==> src/rtl/mem_arbiter.sv <==
// Two-port to single-RAM arbiter: an instruction-fetch port and a data port share
// one 32-bit synchronous RAM, with data priority bounded by a starvation counter.
module mem_arbiter #(
    parameter int ADDR_W     = 10,
    parameter int STARVE_MAX = 2
) (
    input  logic              Clk,
    input  logic              Reset_n,

    input  logic              If_Req,
    input  logic [31:0]       If_Addr,
    output logic              If_Gnt,
    output logic              If_Valid,
    output logic [31:0]       If_Rdata,

    input  logic              D_Req,
    input  logic              D_We,
    input  logic              D_Byte,
    input  logic [31:0]       D_Addr,
    input  logic [31:0]       D_Wdata,
    output logic              D_Gnt,
    output logic              D_Valid,
    output logic [31:0]       D_Rdata,
    output logic              D_Err,

    output logic              Ram_En,
    output logic [3:0]        Ram_We,
    output logic [ADDR_W-1:0] Ram_Addr,
    output logic [31:0]       Ram_Wdata,
    input  logic [31:0]       Ram_Rdata
);

    localparam int               CNT_W      = (STARVE_MAX < 1) ? 1 : $clog2(STARVE_MAX + 1);
    localparam logic [CNT_W-1:0] STARVE_LIM = CNT_W'(STARVE_MAX);

    typedef enum logic [1:0] {
        IDLE  = 2'd0,
        ISSUE = 2'd1,
        WAIT  = 2'd2,
        RESP  = 2'd3
    } state_t;

    state_t            r_State;
    state_t            w_NextState;

    logic              r_SelD;
    logic              r_We;
    logic              r_Byte;
    logic [ADDR_W+1:0] r_Addr;
    logic [31:0]       r_Wdata;
    logic [31:0]       r_RdWord;
    logic [CNT_W-1:0]  r_Starve;

    logic              r_IfValid;
    logic              r_DValid;
    logic              r_DErr;
    logic [31:0]       r_IfRdata;
    logic [31:0]       r_DRdata;

    logic              w_Arbitrate;
    logic              w_GrantD;
    logic              w_Misalign;
    logic              w_Issue;
    logic              w_DoRam;
    logic              w_DoStore;
    logic [3:0]        w_ByteSel;
    logic [7:0]        w_Lane;
    logic [31:0]       w_LoadData;
    logic              w_unusedBits;

    // Requests are only looked at in IDLE, so at most one access is ever in flight.
    assign w_Arbitrate = (r_State == IDLE) && (If_Req || D_Req);
    assign w_GrantD    = D_Req && !(If_Req && (r_Starve == STARVE_LIM));

    assign w_Misalign  = r_SelD && !r_Byte && (r_Addr[1:0] != 2'b00);
    assign w_Issue     = (r_State == ISSUE);
    assign w_DoRam     = w_Issue && !w_Misalign;
    assign w_DoStore   = w_DoRam && r_We;
    assign w_ByteSel   = 4'b0001 << r_Addr[1:0];

    always_ff @(posedge Clk or negedge Reset_n) begin
        if (!Reset_n) begin
            r_State <= IDLE;
        end else begin
            r_State <= w_NextState;
        end
    end

    always_comb begin
        w_NextState = r_State;
        case (r_State)
            IDLE:    if (If_Req || D_Req) w_NextState = ISSUE;
            ISSUE:   w_NextState = (w_Misalign || r_We) ? RESP : WAIT;
            WAIT:    w_NextState = RESP;
            RESP:    w_NextState = IDLE;
            default: w_NextState = IDLE;
        endcase
    end

    // The fetch path is always a word load, so its low address bits are forced to zero.
    always_ff @(posedge Clk or negedge Reset_n) begin
        if (!Reset_n) begin
            r_SelD  <= 1'b0;
            r_We    <= 1'b0;
            r_Byte  <= 1'b0;
            r_Addr  <= '0;
            r_Wdata <= '0;
        end else if (w_Arbitrate) begin
            r_SelD <= w_GrantD;
            if (w_GrantD) begin
                r_We    <= D_We;
                r_Byte  <= D_Byte;
                r_Addr  <= D_Addr[ADDR_W+1:0];
                r_Wdata <= D_Wdata;
            end else begin
                r_We    <= 1'b0;
                r_Byte  <= 1'b0;
                r_Addr  <= {If_Addr[ADDR_W+1:2], 2'b00};
                r_Wdata <= '0;
            end
        end
    end

    always_ff @(posedge Clk or negedge Reset_n) begin
        if (!Reset_n) begin
            r_Starve <= '0;
        end else if (w_Arbitrate) begin
            if (!If_Req || !w_GrantD) begin
                r_Starve <= '0;
            end else begin
                r_Starve <= r_Starve + CNT_W'(1);
            end
        end
    end

    always_ff @(posedge Clk or negedge Reset_n) begin
        if (!Reset_n) begin
            r_RdWord <= '0;
        end else if (r_State == WAIT) begin
            r_RdWord <= Ram_Rdata;
        end
    end

    always_comb begin
        w_Lane = r_RdWord[7:0];
        case (r_Addr[1:0])
            2'd0:    w_Lane = r_RdWord[7:0];
            2'd1:    w_Lane = r_RdWord[15:8];
            2'd2:    w_Lane = r_RdWord[23:16];
            default: w_Lane = r_RdWord[31:24];
        endcase
    end

    assign w_LoadData = r_Byte ? {24'h000000, w_Lane} : r_RdWord;

    // Valid is registered on the way out of RESP; a misaligned access leaves D_Rdata alone.
    always_ff @(posedge Clk or negedge Reset_n) begin
        if (!Reset_n) begin
            r_IfValid <= 1'b0;
            r_DValid  <= 1'b0;
            r_DErr    <= 1'b0;
            r_IfRdata <= '0;
            r_DRdata  <= '0;
        end else begin
            r_IfValid <= (r_State == RESP) && !r_SelD;
            r_DValid  <= (r_State == RESP) && r_SelD;
            r_DErr    <= (r_State == RESP) && w_Misalign;
            if ((r_State == RESP) && !r_SelD) begin
                r_IfRdata <= r_RdWord;
            end
            if ((r_State == RESP) && r_SelD && !r_We && !w_Misalign) begin
                r_DRdata <= w_LoadData;
            end
        end
    end

    assign If_Gnt    = w_Issue && !r_SelD;
    assign D_Gnt     = w_Issue && r_SelD;
    assign If_Valid  = r_IfValid;
    assign D_Valid   = r_DValid;
    assign D_Err     = r_DErr;
    assign If_Rdata  = r_IfRdata;
    assign D_Rdata   = r_DRdata;

    // RAM strobes decode straight from the state, so an async reset drops them at once.
    assign Ram_En    = w_DoRam;
    assign Ram_We    = w_DoStore ? (r_Byte ? w_ByteSel : 4'b1111) : 4'b0000;
    assign Ram_Addr  = w_Issue ? r_Addr[ADDR_W+1:2] : '0;
    assign Ram_Wdata = w_DoStore ? (r_Byte ? {4{r_Wdata[7:0]}} : r_Wdata) : '0;

    assign w_unusedBits = &{1'b0, If_Addr[31:ADDR_W+2], If_Addr[1:0], D_Addr[31:ADDR_W+2]};

endmodule

==> config.mk <==
export PLATFORM = sky130hd
export DESIGN_NAME = mem_arbiter
export DESIGN_NICKNAME = d
export VERILOG_FILES = /design/src/rtl/mem_arbiter.sv
export SDC_FILE = /design/constraint.sdc
export NUM_CORES = 1
export LEC_CHECK = 0
export BUFFER_PORTS_ARGS = -buffer_cell sky130_fd_sc_hd__buf_2
export CAP_MARGIN = 10
export CORE_ASPECT_RATIO = 0.6
export CORE_MARGIN = 2
export CORE_UTILIZATION = 35
export CTS_CLUSTER_SIZE = 14
export DETAILED_ROUTE_END_ITERATION = 6
export PLACE_DENSITY_LB_ADDON = 0.2
export SETUP_SLACK_MARGIN = 0.05
export SLEW_MARGIN = 25
export SYNTH_ARGS = -nofsm -noshare
export SYNTH_HDL_FRONTEND = slang
export SYNTH_SLANG_ARGS = --single-unit
==> constraint.sdc <==
create_clock -name Clk -period 2.1 [get_ports Clk]
set_input_delay 0.21 -clock Clk [delete_from_list [all_inputs] [get_ports Clk]]
set_output_delay 0.21 -clock Clk [all_outputs]
set_load 0.02 [all_outputs]
==> summary.md, run 1 <==
| Metric | Value |
|---|---|
| Status | finished, final reports clean |
| Initial core utilization | 0.3547 |
| Clock sinks | 150 |
| CP endpoint kind | primary output |
| P&R area growth vs syn | 40.59% |
| Die height | between 100 and 150 um |
| Clock transition at the registers of the reported paths | 0.06 ns |
| Htree depth | 4 |
| Share of cells above drive strength 1 | 0.5383 |
| Avg Inst Size Synth | about 13 sq um |
| Required time worst endpoint | 1.89 ns |
| Post-synthesis sequential area ratio | 0.5604 |
| Slew headroom | 0.6321 |
| Fill cells | 1,625 |
| Top cells by area, synth | dfrtp_1 56%, mux2_2 17%, a22o_1 4.7% |
| Setup Skew | 0.007055 ns |
| GRT Util Overall | 0.1850 |
| Total Neg Setup Slack | 0 ns |
| Vias post-DR | 4,953 |
| Top-count cell post-synth | dfrtp_1 |
| Yosys warnings | 0 |
| DRT Pass-1 Iters | 4 |
| Peak Freq | between 0.4 and 0.5 GHz |
| Most common flop cell mapped by yosys | dfrtp_1 |
| R2R Path End | D_Rdata[14] |
| Input/output buffers | 207 |
| R2r worst-path depth | 4 |
| Critical Path AT | about 1.9 ns |
| Leading area contributor after synthesis | dfrtp_1 |
| Hold path startpoint | D_Wdata[20] |
| Power Dens Cells | roughly 1600 mW/mm^2 |
| Startpoint types | flop |
| Register bit total from synthesis | 150 |
| Hold Path End | r_Wdata[20] |
| Cells after Synth | a little over 500 |
| Remaining DRCs | 0 |
| Tot Pwr | 15.34 mW |
| Synth async-reset ratio | 1.000 |
| IR drop worst, VDD | 0.0006966 V |
| Synth top cells by count | 150 x dfrtp_1, 100 x mux2_2, 36 x a22o_1 |
| Hold Crit Depth | 2 |
| Reg2reg setup slack | 0.15 ns |
| Max Cap Viol | 0 |
| Via-per-instance ratio | a little under 5 |
| Worst-case clock buffer depth | 2 |
| Drt initial violations | 293 |
| Worst-Margin Slew | about 0.55 ns |
| Tmin final | ~2.1 ns |
| Final Hold Viols | 0 |
| Max-slew violation count | 0 |
| Vias in the first global route | 5,169 |
| First-pass GRT wire length | approximately 29,000 um |
| Post-synth EDFFs | 0 |
| Die footprint | a little over 0.02 sq mm |
| DR WL/cell | 18.60 um |
| Total Wirelength | around 19,000 um |
| Netlist cell types | 35 |
| Post-Syn Area | 0.006698 sq mm |
| Final ANT Viol Nets | 0 |
| Nets | 885 |
| Core area | 0.01888 sq mm |
| Fin crit share | 0.9931 |
| Detailed placement HPWL | between 10,000 and 15,000 um |
| Syn nets | 648 |
| CP max FO | 7 |
| Final setup violation count | 0 |
| TritonCTS clock tree | yes |
| R2r startpoint | r_SelD |
| RePlAce Congestion | 0.7887 |
| Min-Delay Path Class | in -> reg |
| RSZ-0062 raised after global routing | true |
| Critical path class | reg -> out |
| CTS buffer count | 17 |
| Leakage power | 4.428 nW |
| GRT Residual Overflow | 0 |
| Die W | 182.6 um |
| Row cnt | 39 |
| Share of the synthesized area in the top cell type | 0.5604 |
| CTS Root Cell | clkbuf_16 |
| Largest net degree at the start of global routing | 70 |
| Initial antenna violation count | 0 |
| Diodes inserted | 0 |
| Clock Latency Late Sink | 0.42 ns |
| I/O Pins | 250 |
## power by group
group          switching (mW)  leakage (nW)  internal [mW]
sequential              0.975          1.84           4.27
combinational            3.31          2.24           3.15
clock                    1.21         0.343           2.41
total                    5.50          4.43           9.83
## worst max path at each step
stage	to	from	depth (start not counted)	slack, ns
2_1_floorplan	Ram_Wdata[22]	r_State[1]	7	0.11
3_3_place_gp	Ram_We[0]	r_State[1]	6	0.17
3_5_place_dp	Ram_We[0]	r_State[1]	6	0.19
4_1_cts	Ram_Wdata[16]	r_Addr[0]	5	0.04
5_1_grt	Ram_Wdata[23]	r_State[1]	6	-0.06
6_report	Ram_Wdata[23]	r_State[1]	6	0.01
## cell usage in the layout, fill, tap and decap left out, types with 4 or more instances in the layout
| cell type | count |
|---|---|
| buf_2 | 170 |
| dfrtp_1 | 149 |
| mux2_2 | 100 |
| a22o_1 | 36 |
| buf_4 | 31 |
| nand2b_1 | 26 |
| nor2b_1 | 25 |
| dlygate4sd3_1 | 25 |
| nand2_1 | 22 |
| a21oi_2 | 20 |
| and2_1 | 19 |
| buf_6 | 18 |
| clkbuf_16 | 17 |
| o21ai_0 | 12 |
| mux2i_1 | 10 |
| bufinv_16 | 7 |
| buf_12 | 7 |
| a21oi_1 | 6 |
| and2_4 | 5 |
| mux4_2 | 5 |
| mux2_4 | 5 |
| ha_1 | 4 |
## worst max-delay path: stages, from the launching register on
cell     delay [ns]
dfrtp_1        0.40
inv_2          0.08
ha_4           0.13
and2_4         0.19
a21bo_2        0.31
a21oi_1        0.17
buf_4          0.17
## through the flow
step	area, sq um	util	setup WS [ns]	hold slack, ns	std cells
3_5_place_dp	8089	0.4283	0.1874	0.1422	939
6_report	9417	0.4986	0.01448	0.01764	1004
4_1_cts	9210	0.4877	0.04136	0.0004878	1000
2_1_floorplan	6698	-	0.1114	-0.08559	508
5_1_grt	9417	0.4986	-0.05747	0.002419	1004
3_3_place_gp	8089	0.4283	0.1718	0.1346	939
## area by class of cell
| type | instances | area [sq um] | area share |
|---|---|---|---|
| sequential | 150 | 3755 | 0.3988 |
| clock buffer | 19 | 452.9 | 0.04810 |
| timing repair buffer | 251 | 1677 | 0.1780 |
| tap | 246 | 307.8 | 0.03269 |
| clock inverter | 13 | 250.2 | 0.02657 |
| multi-input combinational | 321 | 2959 | 0.3142 |
| inverter | 4 | 15.01 | 0.001594 |
## logic make-up (layout without fill, tap and decap cells)
group           Yosys count  count (layout)  share of synthesized area
flops                   150             150                     0.5604
fa+ha+maj                 6               6                    0.01121
buf+inv                  40             287                    0.02839
simple gates            105             105                    0.09023
compound gates           84              87                    0.08687
mux                     123             123                     0.2229
## layer usage
metal,share of wire,wire length [um],global-route usage
met1,0.47,8736,0.2602
met2,0.45,8489,0.2712
met3,0.064,1186,0.06078
met4,0.014,259,0.05538
met5,0,0,0
## sequential cells by signal, indices dropped and copies added (netlist names), 2 cells and up
signal and flops:
D_Rdata 32, If_Rdata 32, r_RdWord 32, r_Wdata 32, r_Addr 12, r_Starve 2, r_State 2
## timing repair
action                                 in CTS  in global routing
buffers inserted                            3                  3
resized for setup                          43                 49
hold buffers                               25                  0
pin swaps                                   3                  1
gates cloned                                2                  1
setup endpoints to repair                  36                 37
endpoints found under the hold margin      59                  0
No activity file was read; power rests on OpenSTA's default activity.
==> run 2: changes to the inputs <==
--- a/config.mk
+++ b/config.mk
@@ -5,6 +5,7 @@
 export SDC_FILE = /design/constraint.sdc
 export NUM_CORES = 1
 export LEC_CHECK = 0
+export ABC_AREA = 1
 export BUFFER_PORTS_ARGS = -buffer_cell sky130_fd_sc_hd__buf_2
 export CAP_MARGIN = 10
 export CORE_ASPECT_RATIO = 0.6
==> run 2 against run 1 <==
Net effect:
- the run now ends with design-rule violations left
- via count rose by 22%
- die area rose by 0.63%
- maximum frequency rose by 2.3%
- clock power fell by 15%
- non-clock buffer count rose by 41
- global-route usage rose by 2.2 points
- synthesized cell count rose by 50%
- critical path type unchanged
- highest routed layer unchanged
==> summary.md, run 2 <==
| Metric | Value |
|---|---|
| DRT Pass-1 Iters | 7 (+3) |
| Most common flop cell mapped by yosys | dfrtp_1 |
| Non-filler instance count after layout | 1,289 (+28%) |
| Final setup violation count | 0 (unchanged) |
| Post-synth EDFFs | 0 (unchanged) |
| CTS Root Cell | clkbuf_16 |
| GRT Residual Overflow | 0 (unchanged) |
| Power Dens Cells | 1561 mW/mm^2 (-4.2%) |
| Total Wirelength | 21,100 um (+13%) |
| Syn nets | 900 (+39%) |
| DR WL/cell | 16.37 um (-12%) |
| Leakage power | 4.889 nW (+10%) |
| Min-Delay Path Class | in -> reg |
| Slew headroom | 0.6045 (-0.02756) |
| TritonCTS clock tree | yes |
| Die W | 183.2 um (+0.32%) |
| Total Neg Setup Slack | 0 ns (unchanged) |
| GR peak layer | met1 |
| CP max FO | 6 (-1) |
| Startpoint types | flop |
| IR drop worst, VDD | 0.0005954 V (-15%) |
| P&R area growth vs syn | 44.64% |
| Most frequent cells in the layout | 176 x nand2_1, 173 x buf_2, 148 x dfrtp_1 |
| Synth top cells by count | 176 x nand2_1, 150 x dfrtp_1, 108 x o21ai_0 |
| Yosys warnings | 0 (unchanged) |
| Clock transition at the registers of the reported paths | 0.06 ns (about the same) |
| Placed cells | 1,186 (+26%) |
| Top-count cell post-synth | nand2_1 |
| Tmin final | 2.039 ns (-0.04692 ns) |
| Post-Syn Area | 0.006741 sq mm (+0.65%) |
| Vias post-DR | 6,036 (+22%) |
| CP endpoint kind | primary output |
| Leading area contributor after synthesis | dfrtp_1 |
| Required time worst endpoint | 1.89 ns (about the same) |
| Most common cell after layout, fill and taps aside | nand2_1 |
| Area after DPL | 0.008048 sq mm (-0.51%) |
| Htree depth | 4 (unchanged) |
| Failing checks | design-rule violations |
| Share of the synthesized area in the top cell type | 0.5568 (-0.003641) |
| Final ANT Viol Nets | 0 (unchanged) |
| CTS buffer count | 17 (unchanged) |
| I/O Pins | 250 (unchanged) |
| Clock sinks | 150 (unchanged) |
| RePlAce Congestion | 0.8282 (+5.0%) |
| GRT Util Overall | 0.2074 (+0.02243) |
| Vias in the first global route | 5,832 (+13%) |
| Register bit total from synthesis | 150 (unchanged) |
| Diodes inserted | 0 (unchanged) |
| Post-synthesis sequential area ratio | 0.5568 (-0.003641) |
| Worst hold slack | 0.009731 ns (-0.007904 ns) |
| Drt initial violations | 479 (+63%) |
| Status | complete, but fails checks |
| Netlist cell types | 24 (-31%) |
| Core area | 0.01893 sq mm (+0.26%) |
| Critical path class | reg -> out |
| Die footprint | 0.02042 sq mm (+0.63%) |
| Fin crit share | 0.9708 (-0.02234) |
| Top cells by area, synth | dfrtp_1 56%, nand2_1 9.8%, o21ai_0 8.0% |
| Initial antenna violation count | 0 (unchanged) |
| Worst-case clock buffer depth | 2 (unchanged) |
| Max Cap Viol | 0 (unchanged) |
| Die height | 111.5 um (+0.31%) |
| First-pass GRT wire length | 32,280 um (+12%) |
| Share of cells above drive strength 1 | 0.3365 (-0.2017) |
| Post-route cell area | 0.009751 sq mm (+3.5%) |
| Row cnt | 39 (unchanged) |
| Initial core utilization | 0.3561 (+0.001399) |
| Fill cells | 1,799 (+11%) |
| GRT met1 Usage | 0.3250 (+0.06487) |
| Detailed placement HPWL | 14,010 um (+15%) |
| Avg Inst Size Synth | 8.870 sq um (-33%) |
| Largest net degree at the start of global routing | 65 (-7.1%) |
| Met3 Use GR | 0.05725 (-0.003530) |
| Worst-Margin Slew | 0.5932 ns (+0.04134 ns) |
| Setup Skew | 0.01074 ns (+0.003680 ns) |
| Nets | 1,170 (+32%) |
| Tot Pwr | 15.22 mW (-0.80%) |
| RSZ-0062 raised after global routing | true |
| Final Hold Viols | 0 (unchanged) |
| Input/output buffers | 207 (unchanged) |
| Synth async-reset ratio | 1.000 (unchanged) |
| GRT met2 Usage | 0.2773 (+0.006043) |
| Via-per-instance ratio | 4.683 (-5.1%) |
| Cells after Synth | 760 (+50%) |
| Max-slew violation count | 0 (unchanged) |
| Clock Latency Late Sink | 0.43 ns (about the same) |
| Critical Path AT | 1.83 ns (-0.05 ns) |
| Peak Freq | 0.4905 GHz (+2.3%) |
| Remaining DRCs | 6 (+6) |
[run 2: changes by cell type in the layout (fill, tap and decap cells not counted), sizes merged, moves of 24 or more]
cell | previous run | this run
and2 | 24 | 0
nand2 | 22 | 190
nand2b | 27 | 0
dlygate4sd3 | 25 | 58
nor2b | 25 | 0
o21ai | 13 | 133
nor2 | 1 | 68
a21oi | 27 | 53
mux2 | 105 | 0
inv | 4 | 78
[run 2: final timing paths]
kind	start	end	slack, ns	cells after the start
worst min-delay path	D_Byte	r_Byte	0.01	3
min in group asynchronous	Reset_n	r_Wdata[14]	0.28	2
worst max-delay path	r_State[0]	Ram_Wdata[2]	0.06	8
worst min register to register	D_Rdata[15]	D_Rdata[15]	0.47	2
worst max register to register	r_State[0]	r_Wdata[6]	0.26	7
max in group asynchronous	Reset_n	If_Rdata[25]	1.14	3
[run 2: worst max-delay path, cell delays in order (launching register included)]
cell     delay, ns
dfrtp_1       0.43
ha_4          0.16
inv_2         0.05
a21oi_4       0.14
buf_12        0.18
buf_12        0.12
nand2_8       0.06
nor2_2        0.13
buf_6         0.13
[run 2: per-stage QoR]
step                utilization  setup slack (ns)
global route             0.5150          -0.02261
global placement         0.4251            0.2564
floorplan                     -            0.2608
CTS                      0.4963           0.05549
finish                   0.5150           0.06141
detailed placement       0.4251            0.1051
[run 2: repair_timing]
item | CTS | global route
setup buffers | 4 | 5
endpoints found under the setup margin | 36 | 68
pin swaps | 0 | 12
endpoints found under the hold margin | 99 | 2
gates cloned | 2 | 2
hold buffers | 56 | 2
gates resized for setup | 41 | 72
[run 2: layer usage]
layer,vias to the layer above,routed length [um]
li1,2997,-
met1,2794,10810
met2,220,8362
met3,25,1630
met4,0,293
met5,-,0
[run 2: final cells by class]
type	instances	area, sq um	share of cell area
clock inverter	14	151.4	0.01553
sequential	150	3756	0.3852
clock buffer	18	439.2	0.04504
timing repair buffer	292	2088	0.2142
inverter	77	295.3	0.03028
tap	246	307.8	0.03157
multi-input combinational	492	2713	0.2782
[run 2: cell families (layout without fill, tap and decap cells)]
family                   after synthesis  after routing  share of synthesized area
buffers and inverters                122            401                    0.08333
AO/OA/AOI/OAI                        211            211                     0.1860
adder cells (fa/ha/maj)                6              6                    0.01114
AND/OR/NAND/NOR                      271            275                     0.1628
flip-flops                           150            150                     0.5568
[run 2: power by group]
part / switching (mW) / internal [mW]
clock network: 1.27 / 1.79
logic: 4.45 / 2.46
registers: 0.966 / 4.28
